===== src/rtl/fnd_scan_controller.sv =====
// Four-digit seven-segment scan controller: steps positions 3..0, one slot each, with dead time and registered outputs.
// Optional leading-zero blanking is enabled by defining FND_LEADING_ZERO_BLANK_EN.
module fnd_scan_controller #(
  parameter int P_TICK_DIV = 100000,
  parameter int P_DEAD     = 4
) (
  input  logic       i_clk,
  input  logic       i_reset,
  input  logic [3:0] i_value,
  input  logic [3:0] i_dpEnable,
  input  logic       i_blank,
  output logic [1:0] o_digitPosition,
  output logic [3:0] o_fndDigit,
  output logic [7:0] o_fndFont
);

  localparam int CNT_W = $clog2(P_TICK_DIV);
  localparam logic [CNT_W-1:0] TERM_CNT = CNT_W'(P_TICK_DIV - 1);
  localparam logic [CNT_W-1:0] DEAD_CNT = CNT_W'(P_DEAD);

  logic [CNT_W-1:0] slot_cnt;
  logic             terminal;
  logic             in_dead;
  logic             lz_blank;
  logic             digit_off;
  logic [3:0]       next_digit;
  logic [7:0]       next_font;

  // Segment pattern {g,f,e,d,c,b,a}, active-low, for a full hex digit.
  function automatic logic [6:0] hex_to_seg(input logic [3:0] v);
    case (v)
      4'h0: hex_to_seg = 7'h40;
      4'h1: hex_to_seg = 7'h79;
      4'h2: hex_to_seg = 7'h24;
      4'h3: hex_to_seg = 7'h30;
      4'h4: hex_to_seg = 7'h19;
      4'h5: hex_to_seg = 7'h12;
      4'h6: hex_to_seg = 7'h02;
      4'h7: hex_to_seg = 7'h78;
      4'h8: hex_to_seg = 7'h00;
      4'h9: hex_to_seg = 7'h10;
      4'hA: hex_to_seg = 7'h08;
      4'hB: hex_to_seg = 7'h03;
      4'hC: hex_to_seg = 7'h46;
      4'hD: hex_to_seg = 7'h21;
      4'hE: hex_to_seg = 7'h06;
      default: hex_to_seg = 7'h0E;
    endcase
  endfunction

  assign terminal = (slot_cnt == TERM_CNT);
  assign in_dead  = (slot_cnt < DEAD_CNT);

  // Position steps downward once per slot; 2'b00 - 1 wraps naturally to 2'b11.
  always_ff @(posedge i_clk) begin
    if (i_reset) begin
      slot_cnt        <= '0;
      o_digitPosition <= 2'b11;
    end else if (terminal) begin
      slot_cnt        <= '0;
      o_digitPosition <= o_digitPosition - 2'd1;
    end else begin
      slot_cnt        <= slot_cnt + 1'b1;
    end
  end

`ifdef FND_LEADING_ZERO_BLANK_EN
  logic nonzero_seen;

  // Remembers a nonzero digit to the left; cleared as each new frame starts at position 3.
  always_ff @(posedge i_clk) begin
    if (i_reset) begin
      nonzero_seen <= 1'b0;
    end else if (terminal) begin
      if (o_digitPosition == 2'd0)
        nonzero_seen <= 1'b0;
      else if (i_value != 4'h0)
        nonzero_seen <= 1'b1;
    end
  end

  assign lz_blank = (o_digitPosition != 2'd0) && !nonzero_seen && (i_value == 4'h0);
`else
  assign lz_blank = 1'b0;
`endif

  assign digit_off = in_dead | i_blank | lz_blank;

  always_comb begin
    next_digit = 4'hF;
    next_font  = 8'hFF;
    if (!digit_off) begin
      next_digit = ~(4'b0001 << o_digitPosition);
      next_font  = {~i_dpEnable[o_digitPosition], hex_to_seg(i_value)};
    end
  end

  // Registering the enables and segments together keeps only one digit lit per cycle.
  always_ff @(posedge i_clk) begin
    if (i_reset) begin
      o_fndDigit <= 4'hF;
      o_fndFont  <= 8'hFF;
    end else begin
      o_fndDigit <= next_digit;
      o_fndFont  <= next_font;
    end
  end

endmodule


===== config.mk =====
export PLATFORM = sky130hd
export DESIGN_NAME = fnd_scan_controller
export DESIGN_NICKNAME = d
export VERILOG_FILES = /design/src/rtl/fnd_scan_controller.sv
export SDC_FILE = /design/constraint.sdc
export NUM_CORES = 1
export LEC_CHECK = 0
export BUFFER_PORTS_ARGS = -buffer_cell sky130_fd_sc_hd__buf_4
export CAP_MARGIN = 10
export CORE_MARGIN = 2
export CORE_UTILIZATION = 50
export CTS_BUF_LIST = sky130_fd_sc_hd__clkbuf_2
export DETAILED_ROUTE_END_ITERATION = 8
export PLACE_DENSITY = 0.77
export SLEW_MARGIN = 15
export SYNTH_ARGS = -nofsm -noshare
export SYNTH_HDL_FRONTEND = slang
export SYNTH_SLANG_ARGS = --single-unit

===== constraint.sdc =====
create_clock -name i_clk -period 2.1 [get_ports i_clk]
set_input_delay 0.21 -clock i_clk [delete_from_list [all_inputs] [get_ports i_clk]]
set_output_delay 0.21 -clock i_clk [all_outputs]
set_load 0.01 [all_outputs]

# After elaboration in Yosys (flattened, before gate mapping)
# Memories as Yosys holds them, arrays and structs flattened. A register that Yosys moved wholly into a read port is not among the register bits.
# Index checks and enable logic that the tools add are counted.
# op_classes
n_bitwise,3
eq_ne,1
n_reduce_logical,2
n_shift,1
n_lt_le_gt_ge,2
muxes,2
n_addsub,2
# op_table
operator,count
adder 17 x 1 -> 17 bit (second input constant),1
== test 17 bit (second input constant),1
< comparator 17 x 3 -> 1 bit (second input constant),1
inverter 4 bit,1
OR reduction 2 bit,2
<< shifter 1 x 2 -> 4 bit (first input constant),1
< comparator 2 x 3 -> 1 bit (second input constant),1
binary-select mux 1 bit (select 2 bit),1
subtractor 2 x 1 -> 2 bit (second input constant),1
2-to-1 mux 1 bit,1
inverter 1 bit,1
bitwise OR 1 bit,1
# word_totals
input_bits,11
register_bits,31
out_inout_bits,14
mem_count,1
word_cells,18
rom_bits,112
# mem_list
memory,words,word_bits,read_ports,rd_ports_with_merged_regs,write_ports,line_no,rtl
(name not given),16,7,1,1,0,31,case (v)

# Logic depth before layout (Yosys ltp)
# Gate-level depths: netlist of run 1.
# logic_depth
depth_word,3
mapped_depth,6
mapped_depth_nobuf,6

# Worst setup path after synthesis of run 1
# No wires, ideal clock.
# synth_path
kind,reg2reg
startpoint,register slot_cnt[13]
endpoint,register slot_cnt[14]
arrival_ps,1814
period_less_slack_ps,1929
t_required_ps,1985
path_stages_with_launch,6
slack_ps,171
setup_time_ps,115
cell_sequence,dfxtp_1 > or4_4 > or4_4 > o21ai_4 > buf_6 > nor2_1
# synth_via
elab_chain_len,2
elab_cells_between_ends,3
# synth_lines
element,line_no,rtl
from (decl),21,logic [CNT_W-1:0] slot_cnt;
from (signal assigned),63,slot_cnt <= slot_cnt + 1'b1;
"parallel branches: the longest is 2 deep, another holds adder 17 x 1 -> 17 bit",--,
# Parallel ways; which one is timed is not known.
# A chain may end at the register's enable or synchronous reset.

# Final worst setup path of run 1
# layout_path
startpoint,register slot_cnt[13]
endpoint,register slot_cnt[2]
# layout_via
elab_chain_len,2
# layout_lines
element,line_no,rtl
== test 17 bit,51,assign terminal = (slot_cnt == TERM_CNT);
OR reduction 2 bit (no source line),--,
# No other way between the ends.

==> results of run 1 <==
==> worst paths after layout <==
path	start	end	slack, ps	depth (start not counted)
max	slot_cnt[13]$_SDFF_PP0_	slot_cnt[2]$_SDFF_PP0_	120	5
min	i_value[2]	o_fndFont[1]$_SDFF_PP1_	150	3
max reg2reg	slot_cnt[13]$_SDFF_PP0_	slot_cnt[2]$_SDFF_PP0_	120	5
min reg2reg	slot_cnt[0]$_SDFF_PP0_	slot_cnt[0]$_SDFF_PP0_	500	1
==> worst max-delay path, stage by stage (launching register included) <==
cell and delay, ps:
dfxtp_1 380, or4_4 550, or4_4 590, o21ai_4 160, buf_12 160, nor2_1 50
==> registers in the layout, indices dropped and copies added (netlist names) <==
name / count
o_fndDigit: 4
o_digitPosition: 2
slot_cnt: 17
o_fndFont: 8
==> placed cells by master (no fill, tap or decap), drive strengths merged, types with 3 or more instances in the layout <==
master  instances
nor4            5
nand2          16
or3             4
inv            13
xnor2          11
nand4           5
o311ai          5
nor3            5
buf            26
o21ai           6
clkbuf          6
nor2           22
dfxtp          31
ha             11
nand3           7
o211ai          3
==> cell families (layout without fill, tap and decap cells) <==
kind of cell               Yosys count  in the layout  synth area share
AOI/OAI and AO/OA                   22             22             0.111
muxes                                1              1            0.0150
DFF                                 31             31             0.414
buffers and inverters               18             48            0.0551
and+or+nand+nor                     71             71             0.236
xor gates and xnor gates            13             13            0.0760
adders and majority gates           11             11            0.0919
==> power groups by stage <==
stage / Clock [uW] / Sequential (uW) / Combinational [uW]
6_report: 267 / 603 / 80.3
5_1_grt: 303 / 605 / 89.7
4_1_cts: 275 / 603 / 78.7
3_5_place_dp: 0 / 616 / 78.4
3_3_place_gp: 0 / 616 / 75.6
2_1_floorplan: 0 / 614 / 46.9
==> area by class of cell <==
cell class | instances | share of cell area
Multi-Input combinational cell | 118 | 0.452
Sequential cell | 31 | 0.353
Timing Repair Buffer | 27 | 0.124
Inverter | 13 | 0.0278
Tap cell | 31 | 0.0221
Clock buffer | 6 | 0.0171
Clock inverter | 2 | 0.00427
==> stage by stage <==
stage / hold WS, ps / instance area, um^2 / util / power [uW] / instances
finish: 154 / 1760 / 0.627 / 951 / 228
global route: 139 / 1760 / 0.627 / 997 / 228
CTS: 15.6 / 1750 / 0.623 / 957 / 227
detailed placement: 411 / 1710 / 0.610 / 694 / 219
global placement: 416 / 1710 / 0.610 / 691 / 219
floorplan: 282 / 1500 / - / 661 / 167
==> per-layer routing <==
metal / share of wire / wire length (um)
met1: 0.43 / 1200
met2: 0.49 / 1370
met3: 0.065 / 183
met4: 0.014 / 40
met5: 0 / 0
==> reports/metrics.yaml, run 1 <==
route.vias.total: 1267
synth_area_mm2: 0.00150
seq_area_frac_synth: 0.414
grt_antenna_before_repair: 0
layout.nets: 218
clockRootBuffer: "clkbuf_2"
synthTopCellsByCount: "dfxtp_1, nor2_1, nand2_1, inv_1"
p_clk_frac: 0.281
yosys_warnings: 0
post-route-drc-count: 5
grt-busiest-layer: "met2"
synth_top_area_frac: 0.414
vias_per_cell: 5.56
violations: "design-rule violations"
pwr-share-seq: 0.634
p_sw_frac: 0.247
worst_hold_path_type: "in2reg"
synthTopCellsByArea: "dfxtp_1, ha_1, xnor2_1"
insertion_delay_ps: 350
antennaDiodeCount: 0
synth_top_cell_by_area: "dfxtp_1"
clkTransAtPathRegs_ps: 150
initial_core_util: 0.534
synth_cell_types: 31
grtUsageMet2: 0.314
clockBufferDepth: 2
met3_usage: 0.0527
leakagePower_uw: 0.000688
worstMarginPinSlew_ps: 328
post-cts-setup-buffers: 0
postLayoutSetupSlackWorst_ps: 115
startpoint_type: "flop"
port_buffers: 24
status: "finished with violations"
synth_edf_count: 0
die_w_um: 58.7
drt_iter0_markers: 37
path_class: "reg2reg"
p_int_uw: 715
pwr-share-comb: 0.084
cts_hold_buf: 0
fin_crit_sh: 0.945
pre_cts_slack_ps: 146
fp.dieH_um: 58.7
synthFlopType: "dfxtp_1"
ant_nets: 0
worstPathRequired_ps: 2360
crit_fanout: 16
multiInputGateArea_um2: 795
drive_above_1_share: 0.198
setup_violations: 0
grt_pass1_wl_um: 4840
ir_drop_mv: 0.289
maxCapViolations: 0
avgSynthCellArea_um2: 8.97
grt.overflow.total: 0
cts.repair.resized: 0
met1_usage: 0.210
cts_tree: "done"
wl_per_cell_um: 12.3
yosysMostFrequentCell: "dfxtp_1"
period_minus_slack_ps: 1980
synth_cells: 167
finalSetupTns_ps: 0
synthesis.nets: 189
drtPass1Iterations: 6
hold_violations: 0
slew-limit-headroom: 0.779
clkSinkCount: 31
coreArea_mm2: 0.00281
grt_max_degree: 17
wl_um: 2790
io_pins: 25
grt_pass1_vias: 1189
regArea_um2: 621
num-fill-cells: 250
gp_congestion: 0.835
slew_violations: 0
powerDensity_mw_per_mm2: 541
cp_data_arrival_time_ps: 2240
synth-seq-cells: 31
dieArea_mm2: 0.00345
rows: 19
finalClockSkew_ps: 22.5
cts_max_level: 2
grt_usage: 0.182
fmax_mhz: 504
cts_buffers: 5
crit_path_end_kind: "flop"
hpwl_um: 2080
ys_async_sr_fraction: 0
switchingPower_uw: 235
syn_to_final_growth_pct: 17.4
rsz0062_at_grt: "no"
No activity file was read; power rests on OpenSTA's default activity.
==> inputs of run 2 (changes only) <==
--- a/config.mk
+++ b/config.mk
@@ -9,7 +9,7 @@
 export CAP_MARGIN = 10
 export CORE_MARGIN = 2
 export CORE_UTILIZATION = 50
-export CTS_BUF_LIST = sky130_fd_sc_hd__clkbuf_2
+export CTS_BUF_LIST = sky130_fd_sc_hd__clkbuf_4 sky130_fd_sc_hd__clkbuf_8
 export DETAILED_ROUTE_END_ITERATION = 8
 export PLACE_DENSITY = 0.77
 export SLEW_MARGIN = 15
==> run 2 against run 1 <==
Die area is the same. Sequential share of layout area is 0.50 points lower. Worst hold slack got worse by 81 ps. Worst setup slack better by 7.2 ps. The flow still finishes with violations (design-rule violations). First-iteration DRC count rose by 2.7%. Largest power group unchanged.
==> reports/metrics.yaml, run 2 (same netlist as run 1, synthesis figures left out) <==
grt_usage: 0.182  # unchanged
insertion_delay_ps: 320  # -30 ps
fin_crit_sh: 0.942  # -0.00344
crit_path_frequent_cell: "or4_4"
hold_violations: 0  # unchanged
drt_iter0_markers: 38  # +2.7%
finalSetupTns_ps: 0  # unchanged
pre_cts_slack_ps: 146  # unchanged
fin_cells: 227  # -0.44%
leakagePower_uw: 0.000697  # +1.4%
powerDensity_mw_per_mm2: 606  # +12%
dieArea_mm2: 0.00345  # unchanged
slew-limit-headroom: 0.781  # +0.00136
postLayoutSetupSlackWorst_ps: 122  # +7.22 ps
drtPass1Iterations: 6  # unchanged
placed_cells: 219  # unchanged
top_register: "slot_cnt"
crit_buf_inv: 1  # unchanged
rows: 19  # unchanged
wl_um: 2760  # -1.1%
maxCapViolations: 0  # unchanged
status: "finished with violations"
crit_path_end_kind: "flop"
ir_drop_mv: 0.416  # +44%
clkSinkCount: 31  # unchanged
cts_tree: "done"
worst_hold_path_type: "in2reg"
initial_core_util: 0.534  # unchanged
clkTransAtPathRegs_ps: 90  # -60 ps
antennaDiodeCount: 0  # unchanged
route.vias.total: 1271  # +0.32%
grt_antenna_before_repair: 0  # unchanged
most-common-layout-cells: "dfxtp_1, buf_4, nor2_1, nand2_1, inv_1"
worstPathRequired_ps: 2320  # -40 ps
path_cells: "or4_4, or4_4, o21ai_4, buf_12, nor2_1"
ant_nets: 0  # unchanged
top_regs: "slot_cnt (17), o_fndFont (8), o_fndDigit (4)"
coreArea_mm2: 0.00281  # unchanged
rsz0062_at_grt: "no"
cts_buffers: 5  # unchanged
cts_max_level: 2  # unchanged
post-route-drc-count: 5  # unchanged
wl_per_cell_um: 12.2  # -0.71%
grt.overflow.total: 0  # unchanged
critPathTopFamily: "simple AND/OR/NAND/NOR gates"
period_minus_slack_ps: 1980  # -7.22 ps
vias_per_cell: 5.60  # +0.76%
grt_pass1_vias: 1187  # -0.17%
finalClockSkew_ps: 9.29  # -13.2 ps
path_class: "reg2reg"
holdCritStartpoint: "i_reset"
fmax_mhz: 506  # +0.37%
whs_ps: 73.3  # -80.5 ps
setup_violations: 0  # unchanged
cts.repair.resized: 0  # unchanged
critical-path-slowest-cell: "or4_4"
startpoint_type: "flop"
io_pins: 25  # unchanged
die_w_um: 58.7  # unchanged
mostFrequentLayoutCell: "dfxtp_1"
port_buffers: 24  # unchanged
r2r-start: "slot_cnt[13]$_SDFF_PP0_"
clockBufferDepth: 2  # unchanged
layout.nets: 217  # -0.46%
post-cts-setup-buffers: 0  # unchanged
grt_max_degree: 17  # unchanged
fp.dieH_um: 58.7  # unchanged
grt_pass1_wl_um: 4860  # +0.43%
clockRootBuffer: "clkbuf_4"
syn_to_final_growth_pct: 19.0
crit_fanout: 16  # unchanged
violations: "design-rule violations"
cpPeakStageDelay_ps: 590  # about the same
startpoint: "slot_cnt[13]$_SDFF_PP0_"
cp_data_arrival_time_ps: 2200  # -40 ps
largest_reg_flops: 17  # unchanged
worstMarginPinSlew_ps: 326  # -2.02 ps
slew_violations: 0  # unchanged
final_util: 0.636  # +0.00892
gp_congestion: 0.835  # unchanged
hpwl_um: 2080  # unchanged
cts_hold_buf: 0  # unchanged
drive_above_1_share: 0.209  # +0.0112
==> run 2: cell count changes in the layout (fill, tap and decap cells not counted), sizes merged <==
cell,delta
clkbuf,+2
clkinv,-2
dlygate4sd3,-1
==> run 2: metal layers <==
layer	track usage	wire length [um]
met1	0.210	1230
met3	0.0593	180
met5	0	0
met4	0.0649	21
met2	0.314	1330
==> run 2: metrics by stage <==
stage	total power, uW	instance area, um^2
after global placement	691	1710
final	1080	1780
after global routing	1130	1780
after detailed placement	694	1710
after CTS	1090	1780
after floorplan	661	1500
==> run 2: worst reg2reg max path: cells and delay by family (launching register included) <==
| kind | cells | cell delay, ps |
|---|---|---|
| simple gates | 3 | 1190 |
| buf+inv | 1 | 160 |
| flops | 1 | 360 |
| compound gates | 1 | 170 |
==> run 2: area by class of cell <==
type                       count  area [um^2]
multi-input combinational    118          795
inverter                      13         48.8
tap                           31         38.8
clock buffer                   8         72.6
fill                         247         1020
timing repair buffer          26          208
sequential                    31          621
==> run 2: final timing paths <==
check                            to  slack (ps)  depth (start not counted)
min reg2reg  slot_cnt[0]$_SDFF_PP0_         490                          1
max reg2reg  slot_cnt[2]$_SDFF_PP0_         120                          5
min          slot_cnt[4]$_SDFF_PP0_          70                          2
max          slot_cnt[2]$_SDFF_PP0_         120                          5
==> run 2: power breakdown <==
part	internal [uW]	leakage (uW)	switching [uW]
Sequential	595	0.000251	7.05
Clock	210	0.0000420	190
Combinational	38.1	0.000404	40.9
Total	843	0.000697	238
==> inputs of run 3 (changes only) <==
==> constraint.sdc (replaced) <==
create_clock -name i_clk -period 2.2 [get_ports i_clk]
set_input_delay 0.22 -clock i_clk [delete_from_list [all_inputs] [get_ports i_clk]]
set_output_delay 0.22 -clock i_clk [all_outputs]
set_load 0.01 [all_outputs]
==> run 3 against run 2 <==
Design area fell by 1.1%. The run still ends with design-rule violations left. Highest routed layer unchanged. Total power decreased by 5.3%. Global-route usage fell by 0.36 points.
==> reports/metrics.yaml, run 3 (same netlist as run 1, synthesis figures left out) <==
finalSetupTns_ps: 0  # unchanged
leakagePower_uw: 0.000688  # -1.3%
multiInputGateArea_um2: 795  # unchanged
cp_data_arrival_time_ps: 2290  # +90 ps
hpwl_um: 2030  # -2.3%
vias_per_cell: 5.49  # -1.9%
clkTransAtPathRegs_ps: 90  # about the same
cts_tree: "done"
dieArea_mm2: 0.00345  # unchanged
insertion_delay_ps: 320  # about the same
grt_usage: 0.179  # -0.00358
cts_max_level: 2  # unchanged
crit_path_end_kind: "flop"
slew_violations: 0  # unchanged
coreArea_mm2: 0.00281  # unchanged
top_regs: "slot_cnt (17), o_fndFont (8), o_fndDigit (4)"
route.vias.total: 1241  # -2.4%
crit_fanout: 16  # unchanged
cts_buffers: 5  # unchanged
initial_core_util: 0.534  # unchanged
maxCapViolations: 0  # unchanged
grt_antenna_before_repair: 0  # unchanged
regArea_um2: 621  # unchanged
grt_pass1_wl_um: 4680  # -3.7%
worstMarginPinSlew_ps: 424  # +97.9 ps
finalClockSkew_ps: 8.43  # -0.859 ps
period_minus_slack_ps: 2090  # +110 ps
worst_hold_path_type: "in2reg"
die_w_um: 58.7  # unchanged
rsz0062_at_grt: "no"
worstPathRequired_ps: 2400  # +80 ps
grt_pass1_vias: 1129  # -4.9%
clockBufferDepth: 2  # unchanged
num-fill-cells: 233  # -5.7%
hold_violations: 0  # unchanged
most-common-layout-cells: "dfxtp_1, buf_4, nor2_1, nand2_1, inv_1"
startpoint_type: "flop"
cts_hold_buf: 0  # unchanged
violations: "design-rule violations"
gp_congestion: 0.818  # -2.0%
antennaDiodeCount: 0  # unchanged
syn_to_final_growth_pct: 17.7
fmax_mhz: 479  # -5.3%
post-cts-setup-buffers: 0  # unchanged
path_class: "reg2reg"
clkSinkCount: 31  # unchanged
status: "finished with violations"
whs_ps: 89.0  # +15.8 ps
largest_reg_flops: 17  # unchanged
drt_iter0_markers: 20  # -47%
grt.overflow.total: 0  # unchanged
fp.dieH_um: 58.7  # unchanged
io_pins: 25  # unchanged
wl_per_cell_um: 12.0  # -1.2%
grt_max_degree: 17  # unchanged
top_register: "slot_cnt"
port_buffers: 24  # unchanged
powerDensity_mw_per_mm2: 580  # -4.3%
drive_above_1_share: 0.205  # -0.00406
drtPass1Iterations: 7  # +1
setup_violations: 0  # unchanged
post-route-drc-count: 5  # unchanged
mostFrequentLayoutCell: "dfxtp_1"
wl_um: 2720  # -1.7%
ir_drop_mv: 0.348  # -16%
cts.repair.resized: 0  # unchanged
rows: 19  # unchanged
fin_crit_sh: 0.949  # +0.00733
ant_nets: 0  # unchanged
clockRootBuffer: "clkbuf_4"
slew-limit-headroom: 0.716  # -0.0643
layout.nets: 216  # -0.46%
run 3: cell types whose count changed in the layout (fill, tap and decap cells not counted):
cell    previous run  this run
buf_12             1         0
run 3: critical path, stage by stage (launching register included):
cell	delay, ps
dfxtp_1	360
or4_4	550
or4_4	590
o21ai_4	380
nor2_1	90
run 3: path summary, 6_finish.rpt:
check	to	from	slack (ps)	cells after the start
setup / recovery	slot_cnt[2]$_SDFF_PP0_	slot_cnt[13]$_SDFF_PP0_	110	4
hold / removal	slot_cnt[4]$_SDFF_PP0_	i_reset	90	2
setup reg to reg	slot_cnt[2]$_SDFF_PP0_	slot_cnt[13]$_SDFF_PP0_	110	4
hold reg to reg	slot_cnt[0]$_SDFF_PP0_	slot_cnt[0]$_SDFF_PP0_	500	1
run 3: power breakdown:
group	total [uW]	switching [uW]	internal, uW
combinational	71.2	38.5	32.8
sequential	575	7.08	568
clock	377	177	200
total	1020	222	801
run 3: metrics by stage:
stage	area, um^2	std cells	utilization	power, uW	worst slack [ps]
2_1_floorplan	1500	167	-	631	271
3_3_place_gp	1690	218	0.603	656	175
3_5_place_dp	1690	218	0.603	659	107
4_1_cts	1760	226	0.628	1030	91.0
5_1_grt	1760	226	0.628	1060	3.09
6_report	1760	226	0.628	1020	112
run 3: cell type report:
class,count,area share
Timing Repair Buffer,25,0.106
Tap cell,31,0.0220
Inverter,13,0.0277
Sequential cell,31,0.352
Clock buffer,8,0.0412
Multi-Input combinational cell,118,0.451
run 3: per-layer routing:
layer / vias to the layer above / GRT usage / routed length (um) / part of all wire
li1: 631 / - / - / -
met1: 565 / 0.201 / 1150 / 0.42
met2: 40 / 0.316 / 1350 / 0.50
met3: 5 / 0.0462 / 182 / 0.067
met4: 0 / 0.0779 / 33 / 0.012
met5: - / 0 / 0 / 0
